**config.mk**
```make
export PLATFORM = sky130hd
export DESIGN_NAME = decode_unit_basic
export DESIGN_NICKNAME = d
export VERILOG_FILES = /design/src/rtl/decode_unit_basic.sv
export SDC_FILE = /design/constraint.sdc
export NUM_CORES = 1
export LEC_CHECK = 0
export CAP_MARGIN = 20
export CORE_MARGIN = 1.5
export CORE_UTILIZATION = 40
export CTS_CLUSTER_SIZE = 10
export DETAILED_ROUTE_END_ITERATION = 10
export PLACE_DENSITY_LB_ADDON = 0.3
export SYNTH_ARGS = -nofsm -noshare
export SYNTH_HDL_FRONTEND = slang
export SYNTH_SLANG_ARGS = --single-unit
```
**constraint.sdc**
```tcl
create_clock -name clk -period 2.21 [get_ports clk]
set_input_delay 0.221 -clock clk [delete_from_list [all_inputs] [get_ports clk]]
set_output_delay 0.221 -clock clk [all_outputs]
set_load 0.005 [all_outputs]
```
**src/rtl/decode_unit_basic.sv**
```systemverilog
// Single-entry decode stage: latches one fetched RV32I ALU-subset instruction and decodes it for execute.
// Optional MUL decode is enabled by defining DECODE_UNIT_MUL_EN.
module decode_unit_basic #(
  parameter int unsigned p_seq_num_bits = 8
) (
  input  logic                      clk,
  input  logic                      rst,
  input  logic                      F_val,
  output logic                      F_rdy,
  input  logic [31:0]               F_inst,
  input  logic [31:0]               F_pc,
  input  logic                      squash,
  output logic                      X_val,
  input  logic                      X_rdy,
  output logic [31:0]               X_pc,
  output logic [p_seq_num_bits-1:0] X_seq_num,
  output logic [3:0]                X_op,
  output logic [4:0]                X_rd,
  output logic [4:0]                X_rs1,
  output logic [4:0]                X_rs2,
  output logic [31:0]               X_imm,
  output logic                      X_uses_rs1,
  output logic                      X_uses_rs2,
  output logic                      X_wen
);

  localparam logic [3:0] OP_ILLEGAL = 4'd0;
  localparam logic [3:0] OP_ADD     = 4'd1;
  localparam logic [3:0] OP_SUB     = 4'd2;
  localparam logic [3:0] OP_AND     = 4'd3;
  localparam logic [3:0] OP_OR      = 4'd4;
  localparam logic [3:0] OP_XOR     = 4'd5;
  localparam logic [3:0] OP_SLL     = 4'd6;
  localparam logic [3:0] OP_SRL     = 4'd7;
  localparam logic [3:0] OP_SRA     = 4'd8;
  localparam logic [3:0] OP_SLT     = 4'd9;
  localparam logic [3:0] OP_SLTU    = 4'd10;
  localparam logic [3:0] OP_ADDI    = 4'd11;
  localparam logic [3:0] OP_LUI     = 4'd12;
`ifdef DECODE_UNIT_MUL_EN
  localparam logic [3:0] OP_MUL     = 4'd13;
`endif

  localparam logic [6:0] OPC_RTYPE = 7'b0110011;
  localparam logic [6:0] OPC_OPIMM = 7'b0010011;
  localparam logic [6:0] OPC_LUI   = 7'b0110111;

  logic                      valid_q;
  logic [31:0]               inst_q;
  logic [31:0]               pc_q;
  logic [p_seq_num_bits-1:0] seq_q;

  logic       f_xfer;
  logic       x_xfer;
  logic [6:0] opcode;
  logic [2:0] f3;
  logic [6:0] f7;

  // Handshake: a squash frees the slot in the same cycle it kills the held entry
  assign F_rdy  = !rst && (!valid_q || X_rdy || squash);
  assign X_val  = valid_q && !squash;
  assign f_xfer = F_val && F_rdy;
  assign x_xfer = X_val && X_rdy;

  always_ff @(posedge clk) begin
    if (rst) begin
      valid_q <= 1'b0;
      inst_q  <= 32'd0;
      pc_q    <= 32'd0;
      seq_q   <= '0;
    end else begin
      if (squash) begin
        valid_q <= 1'b0;
      end else if (f_xfer) begin
        valid_q <= 1'b1;
        inst_q  <= F_inst;
        pc_q    <= F_pc;
      end else if (x_xfer) begin
        valid_q <= 1'b0;
      end
      if (x_xfer) begin
        seq_q <= seq_q + p_seq_num_bits'(1);
      end
    end
  end

  assign opcode    = inst_q[6:0];
  assign f3        = inst_q[14:12];
  assign f7        = inst_q[31:25];
  assign X_pc      = pc_q;
  assign X_seq_num = seq_q;
  assign X_rd      = inst_q[11:7];
  assign X_rs1     = inst_q[19:15];
  assign X_rs2     = inst_q[24:20];
  assign X_wen     = (X_op != OP_ILLEGAL) && (X_rd != 5'd0);

  // Field decode; anything unrecognised stays ILLEGAL with no operand reads
  always_comb begin
    X_op       = OP_ILLEGAL;
    X_imm      = 32'd0;
    X_uses_rs1 = 1'b0;
    X_uses_rs2 = 1'b0;
    case (opcode)
      OPC_RTYPE: begin
        if (f7 == 7'b0000000) begin
          case (f3)
            3'b000:  X_op = OP_ADD;
            3'b001:  X_op = OP_SLL;
            3'b010:  X_op = OP_SLT;
            3'b011:  X_op = OP_SLTU;
            3'b100:  X_op = OP_XOR;
            3'b101:  X_op = OP_SRL;
            3'b110:  X_op = OP_OR;
            default: X_op = OP_AND;
          endcase
        end else if (f7 == 7'b0100000 && f3 == 3'b000) begin
          X_op = OP_SUB;
        end else if (f7 == 7'b0100000 && f3 == 3'b101) begin
          X_op = OP_SRA;
`ifdef DECODE_UNIT_MUL_EN
        end else if (f7 == 7'b0000001 && f3 == 3'b000) begin
          X_op = OP_MUL;
`endif
        end
        if (X_op != OP_ILLEGAL) begin
          X_uses_rs1 = 1'b1;
          X_uses_rs2 = 1'b1;
        end
      end
      OPC_OPIMM: begin
        if (f3 == 3'b000) begin
          X_op       = OP_ADDI;
          X_imm      = {{20{inst_q[31]}}, inst_q[31:20]};
          X_uses_rs1 = 1'b1;
        end
      end
      OPC_LUI: begin
        X_op  = OP_LUI;
        X_imm = {inst_q[31:12], 12'd0};
      end
      default: ;
    endcase
  end

endmodule

```
### After elaboration in Yosys (flattened, before gate mapping)

Index checks and enable logic that the tools add are counted.

* word-level logic and storage cells: 51
* input port bits: 69
* bits in registers: 73
* output and inout port bits: 96

* $add $sub $neg: 1
* eq/ne operators: 10
* bitwise gates (word level): 1
* muxes and demuxes: 15
* reductions and logical operators: 20

Operators by type and width (count)
* 32-bit case mux with 2 select lines: 1
* 32-bit two-way mux: 1
* 4-bit case mux with 7 select lines: 1
* 7-bit by 6-bit equality test with 1-bit output, second input constant: 3
* 4-bit two-way mux: 5
* 4-bit case mux with 3 select lines: 1
* 3-bit equality test, second input constant: 3
* 8-bit by 1-bit adder with 8-bit output, second input constant: 1
* 4-bit nonzero test: 2
* 7-bit by 5-bit equality test with 1-bit output, second input constant: 1
* 1-bit logical AND: 7
* 7-bit zero test: 1
* 3-bit by 2-bit equality test with 1-bit output, second input constant: 2
* 1-bit two-way mux: 5
* 5-bit nonzero test: 1
* 3-bit by 1-bit equality test with 1-bit output, second input constant: 1
* 1-bit zero test: 3
* 3-bit zero test: 1
* 1-bit logical OR: 2
* 1-bit case mux with 2 select lines: 1
* 2-bit AND reduction: 1
* 2-bit nonzero test: 1
* 2-bit OR reduction: 1
* 1-bit NOT: 1

### Longest topological paths before layout

* word-level depth: 9
* mapped depth: 6
* depth with buffers taken out: 4

### Worst setup path after synthesis

OpenSTA, ideal clock, no wires.

* path kind: reg2out
* from: register inst_q[12]
* to: output X_imm[12]
* arrival: 1.459 ns
* data required time: 1.989 ns
* cell stages (with the launch flop): 7
* buffers on the path: 2
* path slack: 0.530 ns
* cells stage by stage: dfxtp_1 -> buf_2 -> or3_4 -> nor4b_4 -> and2_4 -> buf_6 -> a21o_1

* cells in the longest elaborated chain, start to end: 3

RTL lines
* start, declared: RTL line 49 `logic [31:0] inst_q;`
* start signal, assigned: RTL line 76 `inst_q <= F_inst;`
* 3-bit zero test: RTL line 131 `if (f3 == 3'b000) begin`
* 32-bit two-way mux: RTL line 131
* 32-bit case mux with 2 select lines *: RTL line 103 `case (opcode)`
* end, declared: RTL line 21 `output logic [31:0] X_imm,`

Every way passes the cells marked *; elsewhere a longest branch is shown, timed or not.

### Worst setup path in the final report

* from: register inst_q[12]
* to: output X_imm[31]

* cells in the longest elaborated chain, start to end: 3

RTL lines (RTL line)
* 3-bit zero test: 131
* 32-bit two-way mux: 131
* 32-bit case mux with 2 select lines: 103

Every way passes these cells.

==> flow_metrics.env <==
export IMPL_yosysWarningCount=0
export IMPL_layout_commonest_cell="nand2_1"
export IMPL_final_cell_count_no_fill=682
export IMPL_path_cells="or3_4, nor3_2, nand2_1, a21boi_0, clkdlybuf4s50_1"
export IMPL_path_class="flip-flop to output port"
export IMPL_antenna_found_initial=0
export IMPL_yosysSeqAreaShare_pct=45.4
export IMPL_cts_buffers=9
export IMPL_place_ws_ps=-29.8
export IMPL_netlist_instances=418
export IMPL_fin_crit_ps=2360
export IMPL_die_area_um2=8590
export IMPL_hold_end="valid_q"
export IMPL_endpoint_kind="output port"
export IMPL_dpl_hpwl_um=6490
export IMPL_p_sw_share_pct=24.1
export IMPL_p_clk_share_pct=33.0
export IMPL_reg2reg_depth=5
export IMPL_p_comb_share_pct=13.4
export IMPL_start_util_pct=41.4
export IMPL_root_buffer="clkbuf_8"
export IMPL_power_per_cell_area_nw_per_um2=506
export IMPL_hold_viol=0
export IMPL_rrSetupSlack_ps=880
export IMPL_worstHoldPathType="input pin to flip-flop"
export IMPL_grt_pass1_vias=3138
export IMPL_drc_errors=0
export IMPL_critPathMaxFanout=4
export IMPL_syn_area_um2=3220
export IMPL_drt_pre_antenna_iters=5
export IMPL_cts_tree="done"
export IMPL_slew_viol_final=0
export IMPL_overflow=0
export IMPL_die_h_um=92.7
export IMPL_num_io_pins=165
export IMPL_wl_um=9600
export IMPL_rsz0062_at_grt="true"
export IMPL_first_iter_violations=107
export IMPL_cp_start_kind="flip-flop"
export IMPL_synth_async_reset_ratio_pct=0
export IMPL_worst_slack_ps=-152
export IMPL_failed_checks="setup timing"
export IMPL_fin_nets=647
export IMPL_hold_depth=3
export IMPL_worst_slew_pin_slew_ps=467
export IMPL_synth_cell_types=37
export IMPL_cts_hold_buf=0
export IMPL_reg2reg_from="valid_q"
export IMPL_p_int_uw=1950
export IMPL_whs_ps=233
export IMPL_grt_pass1_wl_um=14300
export IMPL_dp_cells=657
export IMPL_power_switching_uw=620
export IMPL_io_buffers=164
export IMPL_gp_congestion=0.835
export IMPL_track_usage_pct=21.1
export IMPL_period_share_pct=107
export IMPL_finalClockSkew_ps=9.12
export IMPL_num_vias=3379
export IMPL_drive_above_1_share_pct=15.5
export IMPL_finalSetupViolations=4
export IMPL_p_total_uw=2570
export IMPL_synth_edf_count=0
export IMPL_clock_sinks=73
export IMPL_cp_arrival_ps=2140
export IMPL_die_width_um=92.7
export IMPL_clkTransAtPathRegs_ps=70
export IMPL_ant_nets=0
export IMPL_syn_num_nets=488
export IMPL_status="finished with violations"
export IMPL_worstHoldStart="rst"
export IMPL_relSlewSlack_pct=68.9
export IMPL_wl_per_cell_um=14.1
export IMPL_p_seq_share_pct=53.7
export IMPL_nFillCells=664
export IMPL_p_leak_uw=0.00229
export IMPL_synth_area_per_cell_um2=7.69
export IMPL_vdd_drop_max_uv=443
export IMPL_post_drt_via_cell_ratio=4.95
export IMPL_core_area_um2=7770
export IMPL_required_ps=1990
export IMPL_grt_max_degree=45
export IMPL_clk_latency_ps=330
export IMPL_cpPeakStageDelay_ps=540
export IMPL_clockBufferDepth=2
export IMPL_synthToLayoutAreaGrowth_pct=58.3
export IMPL_synth_seq_cells=73
export IMPL_diodes=0
export IMPL_clock_fmax_mhz=423
export IMPL_layout_common_cells="135 x nand2_1, 125 x clkdlybuf4s50_1, 69 x a21oi_1"
export IMPL_synth_main_ff_cell="dfxtp_1"
export IMPL_drv_cap=0
export IMPL_rows=32
export IMPL_cts_max_level=3
export IMPL_crit_slowest_cell="clkdlybuf4s50_1"
export IMPL_reg2reg_to="inst_q[31]"
## cell families (layout without fill, tap and decap cells)
| logic type | count (synthesis) | count (layout) | share of synthesized area (%) |
|---|---|---|---|
| DFF | 73 | 73 | 45.4 |
| buffers and inverters | 49 | 208 | 8.17 |
| AOI/OAI and AO/OA | 99 | 99 | 17.5 |
| xor gates and xnor gates | 6 | 6 | 1.63 |
| and+or+nand+nor | 189 | 192 | 26.5 |
| adders and majority gates | 1 | 1 | 0.389 |
| muxes | 1 | 1 | 0.311 |
## state kept, by name, summed over array words and instances (netlist names)
name	count
valid_q	1
X_pc	32
X_seq_num	8
inst_q	32
## timing repair
item / in CTS / in global routing
resized for setup: 65 / 68
setup buffers: 9 / 4
endpoints found under the hold margin: 0 / 0
pin swaps: 7 / 7
endpoints found under the setup margin: 39 / 38
gates cloned: 0 / 3
## layer usage
layer  vias up  global-route usage (%)  routed length, um
li1       1674                       -                  -
met1      1548                    23.7               3780
met2       139                    36.3               4620
met3        18                    7.88                992
met4         0                    7.95                210
met5         -                       0                  0
## cells in the mapped netlist, types with 2 or more instances
cell	n	share of area [%]
buf_6	2	0.70
or4_1	2	0.47
buf_2	5	0.78
nand4_1	3	0.58
clkbuf_1	17	2.0
a21o_1	20	4.7
nand3_1	2	0.31
and2_1	13	2.5
nor2b_1	3	0.58
a21oi_1	69	11
o21ai_0	3	0.47
dfxtp_1	73	45
buf_4	15	3.5
xor2_1	3	0.82
nand2_1	135	16
a21boi_0	2	0.47
or3b_2	2	0.54
buf_1	5	0.58
and3_1	2	0.39
nor3_1	4	0.62
inv_1	4	0.47
nor2_1	12	1.4
o31ai_1	3	0.70
xnor2_1	3	0.82
nand4b_1	3	0.82
nand3b_1	2	0.47
## worst max-delay path by stage
stage | startpoint | endpoint | depth (start not counted)
after floorplan | inst_q[12] | X_imm[12] | 6
after global placement | inst_q[26] | X_op[2] | 5
after detailed placement | inst_q[26] | X_op[0] | 5
after CTS | inst_q[12] | X_imm[9] | 5
after global routing | inst_q[3] | X_imm[31] | 6
final | inst_q[12] | X_imm[31] | 5
## through the flow
| stage | instance area, um2 | util [%] | setup TNS (ps) |
|---|---|---|---|
| floorplan | 3220 | - | 0 |
| global placement | 4890 | 62.9 | 0 |
| finish | 5090 | 65.5 | -238 |
| detailed placement | 4890 | 62.9 | -42.7 |
| global route | 5090 | 65.5 | -1650 |
| CTS | 5110 | 65.8 | -2360 |
## power groups by stage
| stage | Clock (uW) | Combinational (uW) | Sequential [uW] |
|---|---|---|---|
| after floorplan | 0 | 123 | 1410 |
| after global placement | 0 | 325 | 1410 |
| after detailed placement | 0 | 329 | 1410 |
| after CTS | 875 | 340 | 1380 |
| after global routing | 929 | 371 | 1390 |
| final | 849 | 344 | 1380 |
## critical path, delay by kind of cell, from the launching register on
family	cells	cell delay (ps)
buf+inv	1	540
flops	1	320
simple gates	3	760
compound gates	1	190
## area by class of cell
type / count / area, um2 / share of cell area (%)
clock buffers: 10 / 128 / 2.51
flip-flops and latches: 73 / 1470 / 28.8
clock inverters: 4 / 22.5 / 0.442
well taps: 102 / 128 / 2.51
inverters: 4 / 15.0 / 0.295
multi-input cells: 299 / 1580 / 30.9
repair buffers: 190 / 1760 / 34.5
No activity file was read; power rests on OpenSTA's default activity.
